==> src/rtl/cp0_unit_pkg.sv <==
// Shared CP0 definitions: register numbers, SR/Cause field positions, exception codes,
// the operating-mode encoding and small packing helpers.
package cp0_unit_pkg;

   localparam logic [4:0] CP0_SR    = 5'd12;
   localparam logic [4:0] CP0_CAUSE = 5'd13;
   localparam logic [4:0] CP0_EPC   = 5'd14;
   localparam logic [4:0] CP0_PRID  = 5'd15;

   localparam int SR_IE_BIT    = 0;
   localparam int SR_EXL_BIT   = 1;
   localparam int SR_IM_LO     = 10;
   localparam int SR_IM_HI     = 15;
   localparam int CAUSE_EXC_LO = 2;
   localparam int CAUSE_EXC_HI = 6;
   localparam int CAUSE_IP_LO  = 10;
   localparam int CAUSE_IP_HI  = 15;
   localparam int CAUSE_BD_BIT = 31;

   localparam logic [4:0] EXC_INT  = 5'd0;
   localparam logic [4:0] EXC_ADEL = 5'd4;
   localparam logic [4:0] EXC_ADES = 5'd5;
   localparam logic [4:0] EXC_RI   = 5'd10;
   localparam logic [4:0] EXC_OV   = 5'd12;

   // SR.EXL is the mode bit: HANDLER is exactly EXL=1.
   typedef enum logic {
      MODE_NORMAL  = 1'b0,
      MODE_HANDLER = 1'b1
   } cp0_mode_e;

   function automatic logic [31:0] sr_pack(input logic [5:0] im, input logic exl, input logic ie);
      logic [31:0] v;
      v = '0;
      v[SR_IM_HI:SR_IM_LO] = im;
      v[SR_EXL_BIT]        = exl;
      v[SR_IE_BIT]         = ie;
      return v;
   endfunction

   function automatic logic [31:0] cause_pack(input logic bd, input logic [5:0] ip,
                                              input logic [4:0] exc);
      logic [31:0] v;
      v = '0;
      v[CAUSE_BD_BIT]              = bd;
      v[CAUSE_IP_HI:CAUSE_IP_LO]   = ip;
      v[CAUSE_EXC_HI:CAUSE_EXC_LO] = exc;
      return v;
   endfunction

   // Word-aligned EPC for a victim; a delay-slot victim restarts at its branch.
   function automatic logic [29:0] victim_epc(input logic [29:0] vpc_word, input logic bd);
      return vpc_word - {29'd0, bd};
   endfunction

endpackage

==> src/rtl/cp0_irq_arb.sv <==
// Combinational interrupt/exception arbitration; zero latency, no backpressure.
// A pending hardware interrupt always wins and reports ExcCode 0.
module cp0_irq_arb
   import cp0_unit_pkg::*;
#(
   parameter bit HANDLER_EXL_LOCK = 1'b1
) (
   input  logic [5:0] hw_int_i,
   input  logic [5:0] im_i,
   input  logic       ie_i,
   input  logic       exl_i,
   input  logic [4:0] exc_code_i,
   output logic       hw_req_o,
   output logic       ex_req_o,
   output logic [4:0] taken_code_o
);

   assign hw_req_o     = (|(hw_int_i & im_i)) & ie_i & ~exl_i;
   assign ex_req_o     = (exc_code_i != EXC_INT) & ~(exl_i & HANDLER_EXL_LOCK);
   assign taken_code_o = hw_req_o ? EXC_INT : exc_code_i;

endmodule

==> src/rtl/cp0_unit.sv <==
// Coprocessor 0: SR/Cause/EPC/PRId state, exception entry and eret; reads are combinational,
// updates land on the next clock edge, and a taken exception squashes a same-cycle mtc0.
module cp0_unit
   import cp0_unit_pkg::*;
#(
   parameter logic [31:0] PRID_VAL         = 32'h4255_4141,
   parameter bit          HANDLER_EXL_LOCK = 1'b1
) (
   input  logic        clk,
   input  logic        reset,
   input  logic [4:0]  A1,
   input  logic [4:0]  A2,
   input  logic [31:0] DIn,
   input  logic        CP0WE,
   input  logic        ExlClr,
   input  logic        HWClr,
   input  logic [31:0] VPC,
   input  logic        BD,
   input  logic [4:0]  ExcCodeIn,
   input  logic [5:0]  HWInt,
   output logic        IntReq,
   output logic [31:0] EPC,
   output logic [31:0] DOut
);

   cp0_mode_e   mode_q;
   logic [5:0]  im_q, im_d;
   logic        ie_q, ie_d;
   logic        bd_q, bd_d;
   logic [5:0]  ip_q, ip_d;
   logic [4:0]  exc_q, exc_d;
   logic [29:0] epc_q, epc_d;

   logic        exl;
   logic        hw_req;
   logic        ex_req;
   logic [4:0]  taken_code;
   logic        sr_wr;
   logic        unused_vpc;

   assign exl        = (mode_q == MODE_HANDLER);
   assign unused_vpc = ^VPC[1:0];

   cp0_irq_arb #(
      .HANDLER_EXL_LOCK(HANDLER_EXL_LOCK)
   ) u_arb (
      .hw_int_i    (HWInt),
      .im_i        (im_q),
      .ie_i        (ie_q),
      .exl_i       (exl),
      .exc_code_i  (ExcCodeIn),
      .hw_req_o    (hw_req),
      .ex_req_o    (ex_req),
      .taken_code_o(taken_code)
   );

   assign IntReq = hw_req | ex_req;
   assign sr_wr  = CP0WE & ~IntReq & (A2 == CP0_SR);

   always_comb begin
      im_d  = im_q;
      ie_d  = ie_q;
      bd_d  = bd_q;
      exc_d = exc_q;
      epc_d = epc_q;
      ip_d  = HWClr ? 6'd0 : HWInt;
      if (IntReq) begin
         exc_d = taken_code;
         bd_d  = BD;
         epc_d = victim_epc(VPC[31:2], BD);
      end else if (CP0WE) begin
         case (A2)
            CP0_SR: begin
               im_d = DIn[SR_IM_HI:SR_IM_LO];
               ie_d = DIn[SR_IE_BIT];
            end
            CP0_EPC: epc_d = DIn[31:2];
            default: ;
         endcase
      end
   end

   always_ff @(posedge clk or negedge reset) begin
      if (!reset) begin
         im_q  <= '0;
         ie_q  <= 1'b0;
         bd_q  <= 1'b0;
         ip_q  <= '0;
         exc_q <= '0;
         epc_q <= '0;
      end else begin
         im_q  <= im_d;
         ie_q  <= ie_d;
         bd_q  <= bd_d;
         ip_q  <= ip_d;
         exc_q <= exc_d;
         epc_q <= epc_d;
      end
   end

   // ExlClr beats a same-cycle mtc0 SR write for the EXL bit.
   always_ff @(posedge clk or negedge reset) begin
      if (!reset) begin
         mode_q <= MODE_NORMAL;
      end else begin
         case (mode_q)
            MODE_NORMAL: begin
               if (IntReq)
                  mode_q <= MODE_HANDLER;
               else if (sr_wr && DIn[SR_EXL_BIT] && !ExlClr)
                  mode_q <= MODE_HANDLER;
            end
            MODE_HANDLER: begin
               if (IntReq)
                  mode_q <= MODE_HANDLER;
               else if (ExlClr)
                  mode_q <= MODE_NORMAL;
               else if (sr_wr && !DIn[SR_EXL_BIT])
                  mode_q <= MODE_NORMAL;
            end
            default: mode_q <= MODE_NORMAL;
         endcase
      end
   end

   assign EPC = {epc_q, 2'b00};

   always_comb begin
      DOut = '0;
      case (A1)
         CP0_SR:    DOut = sr_pack(im_q, exl, ie_q);
         CP0_CAUSE: DOut = cause_pack(bd_q, ip_q, exc_q);
         CP0_EPC:   DOut = {epc_q, 2'b00};
         CP0_PRID:  DOut = PRID_VAL;
         default:   DOut = '0;
      endcase
   end

endmodule

==> config.mk <==
export PLATFORM = sky130hd
export DESIGN_NAME = cp0_unit
export DESIGN_NICKNAME = d
export VERILOG_FILES = /design/src/rtl/cp0_unit_pkg.sv /design/src/rtl/cp0_irq_arb.sv /design/src/rtl/cp0_unit.sv
export SDC_FILE = /design/constraint.sdc
export NUM_CORES = 1
export LEC_CHECK = 0
export BUFFER_PORTS_ARGS = -buffer_cell sky130_fd_sc_hd__buf_2
export CORE_ASPECT_RATIO = 0.75
export CORE_MARGIN = 4
export CORE_UTILIZATION = 44
export CTS_BUF_LIST = sky130_fd_sc_hd__clkbuf_2 sky130_fd_sc_hd__clkbuf_4 sky130_fd_sc_hd__clkbuf_8
export CTS_CLUSTER_DIAMETER = 120
export DETAILED_ROUTE_END_ITERATION = 7
export HOLD_SLACK_MARGIN = 0.02
export PLACE_DENSITY_LB_ADDON = 0.2
export SYNTH_ARGS = -nofsm -noshare
export SYNTH_HDL_FRONTEND = slang
export SYNTH_HIERARCHICAL = 1
export SYNTH_SLANG_ARGS = --single-unit
==> constraint.sdc <==
create_clock -name clk -period 1.97 [get_ports clk]
set_input_delay 0.0985 -clock clk [delete_from_list [all_inputs] [get_ports clk]]
set_output_delay 0.0985 -clock clk [all_outputs]
set_load 0.05 [all_outputs]
### Word-level counts from Yosys, hierarchy flattened

Index checks and enable logic that the tools add are counted.

* word-level logic and storage cells: 46
* bits of input ports: 91
* register bits: 50
* output and inout port bits: 65

* bitwise operators: 9
* $add $sub $neg: 1
* equality and inequality tests: 6
* multiplexer cells: 12
* reduce and logical (&&, ||, !) cells: 11

Operators with widths (number)
* $pmux 32 s4: 1
* $mux 30: 3
* $eq 5x4->1 const B: 6
* $sub 30x1->30: 1
* $and 6x6->6: 1
* $mux 6: 1
* $reduce_or 6->1: 1
* $and 1x1->1: 5
* $mux 1: 5
* $mux 5: 1
* $reduce_bool 5->1: 1
* $reduce_bool 2->1: 2
* $logic_and 1x1->1: 3
* $reduce_and 3->1: 1
* $logic_not 1->1: 2
* $not 1->1: 2
* $pmux 1 s2: 1
* $reduce_and 2->1: 1
* $or 1x1->1: 1

### Depth between registers and ports, before layout

* depth in word-level cells: 13
* mapped depth: 8
* depth with buffers taken out: 7

### Hierarchy

The synthesis kept the hierarchy.

Modules (own cells, without submodules)
* cp0_unit: times used 1, cells each 359, seq. area each 1251.2 µm², area each 3276.9 µm²
* cp0_irq_arb: times used 1, cells each 13, seq. area each 0.0 µm², area each 102.6 µm²

### Least setup slack after synthesis

OpenSTA, ideal clock, no wires.

* kind: flip-flop to flip-flop
* from: register im_q[1]
* to: register epc_q[0]
* stages on the path, launching flop included: 7
* library setup time: 0.081 ns
* path slack: -0.164 ns
* path buffers: 2
* data required time: 1.889 ns
* arrival: 2.053 ns
* period minus slack after synthesis: 2.134 ns
* path through: dfrtp_1 -> a22oi_1 -> a311oi_4 -> nor2_1 -> clkbuf_1 -> buf_1 -> mux2i_1

* word-level cells in the longest chain between the ends: 7
* elaborated cells between the ends (all ways): 9
* classes of those cells: mux: 1; bitwise: 4; reduce/logical: 4

RTL lines
* start, declared: line cp0_unit.sv:27 `logic [5:0] im_q, im_d;`
* start signal, assigned: line cp0_unit.sv:92 `im_q <= im_d;`
* $and 6x6->6 *: line cp0_irq_arb.sv:18 `assign hw_req_o = (|(hw_int_i & im_i)) & ie_i & ~exl_i;`
* $reduce_or 6->1 *: line cp0_irq_arb.sv:18
* $and 1x1->1 * (2 in a row): line cp0_irq_arb.sv:18
* net hw_req: line cp0_unit.sv:35 `logic hw_req;`
* $or 1x1->1 *: line cp0_unit.sv:57 `assign IntReq = hw_req | ex_req;`
* $reduce_bool 2->1 (no source line)
* $reduce_and 2->1 (no source line)
* end signal, assigned: line cp0_unit.sv:97 `epc_q <= epc_d;`
* end, declared: line cp0_unit.sv:32 `logic [29:0] epc_q, epc_d;`

The timed path passes the listed nets; every way through them passes the cells marked *.
A chain may end at the register's enable or synchronous reset.

### Final worst setup path

* from: register im_q[5]
* to: register im_q[4]

* word-level cells in the longest chain between the ends: 7

RTL lines (line)
* $and 6x6->6: cp0_irq_arb.sv:18
* $reduce_or 6->1: cp0_irq_arb.sv:18
* $and 1x1->1 (2 in a row): cp0_irq_arb.sv:18
* net hw_req: cp0_unit.sv:35
* $or 1x1->1: cp0_unit.sv:57
* $not 1->1 (no source line)
* $reduce_and 3->1 (no source line)

The timed path passes the listed nets, and every way through them passes these cells.

==> flow_summary_export.csv <==
group,metric,value,unit
detailed_routing,first_iter_violations,169,
setup_path,r2r_slack,0.06,ns
synth,netlist_instances,372,
timing,period_share,96.8,%
min_path,hp-start,"BD",
die,die_h,83.9,µm
detailed_routing,routed_via_density,5.47,
cells_and_area,nNetsFinal,633,
detailed_routing,drtAntennaViolNets,0,
cts,cts_tree,"yes",
flow_run,cap_violations,0,
synth,synth_area,3380,µm²
grt,grt_pass1_vias,3559,
run_status,outcome,"finished, final reports clean",
place,gp_congestion,0.861,
cells_and_area,antenna_cells,0,
die,die_area,9160,µm²
pwr,powerDensity,1230,nW/µm²
min_path,hold_path_end,"bd_q$_DFFE_PN0P_",
detailed_routing,totalWireLength,11300,µm
pwr,combPwrFrac,57.2,%
timing,slew_viol_final,0,
place,hpwlAfterDp,8780,µm
cts,cts_root_buffer,"clkbuf_8",
timing,rsz0062_at_grt,"false",
min_path,whs_path_depth,3,
place,pre_cts_ws,-0.0465,ns
cts,cts_max_level,2,
synth,synth_top_flop_cell,"dfrtp_1",
pwr,vdd_ir_drop_max,0.863,mV
pwr,pwr-share-seq,31.9,%
synth,ys.warnings.count,6,
cells_and_area,syn2layout_area_growth,34.8,%
setup_path,endpoint_kind,"register",
setup_path,rr_worst_depth,6,
synth,ys_async_sr_fraction,100,%
timing,setup_ws,0.0627,ns
place,port_buffers,151,
timing,timing.hold.ws,0.0291,ns
synth,synth_cell_types,51,
die,initial_core_util,45.7,%
cts,clk_pin_slew,0.10,ns
cts,clockBufferDepth,2,
setup_path,critPathLaunchType,"register",
grt,antenna_found_initial,0,
timing,slew_headroom,44.4,%
detailed_routing,vias,3507,
detailed_routing,dr.pass1.iters,4,
cells_and_area,drive_gt1_share,40.2,%
synth,synth.area.top_cells,"dfrtp_1 (37%), mux2i_1 (10%), nor2_1 (4.4%)",
synth,ys_seq_elements,50,
cells_and_area,final_util,61.6,%
setup_path,cp_max_fo,8,
synth,seq_area_frac_synth,37.0,%
setup_path,r2r_start,"im_q[5]$_DFFE_PN0N_",
detailed_routing,drc,0,
pwr,p_sw_share,52.2,%
die,fp-row-count,27,
cts,numCtsBuffers,5,
timing,min_period,1.91,ns
pwr,p_leak,0.00214,µW
setup_path,critPathRequiredTime,2.17,ns
timing,hold_viol,0,
cts,clock-sinks,50,
synth,avgSynthCellArea,9.08,µm²
synth,synth_top_area_share,37.0,%
grt,grt_max_degree,32,
die,num_io_pins,156,
synth,synthTopCellsByCount,"dfrtp_1 (50), nor2_1 (40), mux2i_1 (34)",
detailed_routing,routedWlPerCell,17.6,µm
die,fp.dieW,109,µm
grt,grt_overflow,0,
pwr,power.switching,2940,µW
min_path,hp-class,"in -> reg",
timing,skew,0.00704,ns
timing,worstMarginPinSlew,0.832,ns
synth,yosysMostFrequentCell,"dfrtp_1",
setup_path,worstSetupPathType,"reg -> reg",
die,core-area,7400,µm²
grt,track_usage,24.8,%
grt,grt_pass1_wl,18100,µm
setup_path,arrival,2.11,ns
cts,worst_skew_pair.late_latency,0.31,ns
timing,fmax,524,MHz
timing,setup_viol,0,
pwr,pwr-share-clk,10.9,%
pwr,intPower,2690,µW
synth,synth_area_leader_cell,"dfrtp_1",
synth,synth_edf_count,0,
setup_path,r2r-end,"im_q[4]$_DFFE_PN0N_",
layer usage:
layer  routed length, µm  up-vias  global-route usage, %
met5                   0        -                      0
met4                 104        0                   4.87
met3                 978       15                   4.80
met2                5120      155                   38.2
met1                5070     1642                   36.2
li1                    -     1695                      -
registers in the layout, indices dropped and copies added (netlist names):
name   flops
epc_q     30
ip_q       6
ie_q       1
exc_q      5
im_q       6
exl        1
bd_q       1
power by group through the flow:
stage	Sequential, µW	Combinational, µW	Clock, µW
2_1_floorplan	2810	1190	0
3_3_place_gp	1790	3040	0
3_5_place_dp	1800	3100	0
4_1_cts	1780	3220	626
5_1_grt	1850	3450	667
6_report	1790	3220	612
worst max path at each step:
| stage | from | endpoint | slack [ns] | cells after the start |
|---|---|---|---|---|
| after floorplan | epc_q[21]$_DFFE_PN0P_ | DOut[23] | 0.05 | 2 |
| final | im_q[5]$_DFFE_PN0N_ | im_q[4]$_DFFE_PN0N_ | 0.06 | 6 |
| after global routing | im_q[5]$_DFFE_PN0N_ | im_q[3]$_DFFE_PN0N_ | 0.01 | 6 |
| after detailed placement | im_q[5]$_DFFE_PN0N_ | epc_q[23]$_DFFE_PN0P_ | -0.05 | 8 |
| after global placement | VPC[2] | epc_q[20]$_DFFE_PN0P_ | 0.04 | 9 |
| after CTS | im_q[5]$_DFFE_PN0N_ | epc_q[17]$_DFFE_PN0P_ | 0.01 | 8 |
layout by cell type (no fill, tap or decap), types with 3 or more instances in the layout:
cell type        n
buf_2          150
dfrtp_1         50
nor2_1          39
mux2i_1         34
nand2_1         33
buf_4           26
a31oi_1         22
inv_1           14
nor2b_1         14
or4_1           14
nor3_1          13
o211ai_1        11
a211oi_1        10
o31ai_1          9
a21oi_1          8
xor2_1           8
mux2_2           7
and2_1           6
a22oi_1          5
clkbuf_8         5
dlygate4sd3_1    4
nand3b_1         3
xnor2_1          3
nand3_1          3
or2_2            3
buf_12           3
a22oi_2          3
cell families (layout without fill, tap and decap cells):
logic type	after synthesis	count (layout)	synth area share, %
and+or+nand+nor	153	153	25.3
AOI/OAI and AO/OA	74	74	15.7
DFF	50	50	37.0
muxes	41	41	12.4
buffers and inverters	40	207	5.92
xor gates and xnor gates	11	11	2.85
adders and majority gates	2	2	0.740
other	1	2	0.111
worst max-delay path: stages (launching register included):
cell,delay (ns)
dfrtp_1,0.41
a22oi_2,0.33
a311oi_4,0.16
nor2_4,0.15
and4b_1,0.27
buf_12,0.15
mux2_2,0.34
cell type report:
type                            instances  area (µm²)
Fill cell                             692        2840
Inverter                               15        63.8
Clock inverter                          2        15.0
Timing Repair Buffer                  185        1070
Sequential cell                        50        1250
Multi-Input combinational cell        283        1960
Tap cell                              101         126
Clock buffer                            5        68.8
metrics by stage:
| step | TNS [ns] | cells | power (µW) | instance area, µm² |
|---|---|---|---|---|
| global route | 0 | 641 | 5970 | 4560 |
| floorplan | 0 | 373 | 4000 | 3390 |
| detailed placement | -0.0803 | 627 | 4900 | 4360 |
| global placement | 0 | 627 | 4830 | 4360 |
| finish | 0 | 641 | 5630 | 4560 |
| CTS | 0 | 641 | 5630 | 4550 |
timing repair:
| item | CTS | global route |
|---|---|---|
| pin swaps | 2 | 3 |
| hold endpoints to repair | 31 | 0 |
| buffers inserted | 3 | 1 |
| endpoints found under the setup margin | 2 | 17 |
| resized for setup | 9 | 2 |
| hold buffers | 4 | 0 |
| cloned | 0 | 0 |
Note: power is estimated with default switching activity, not from simulation.
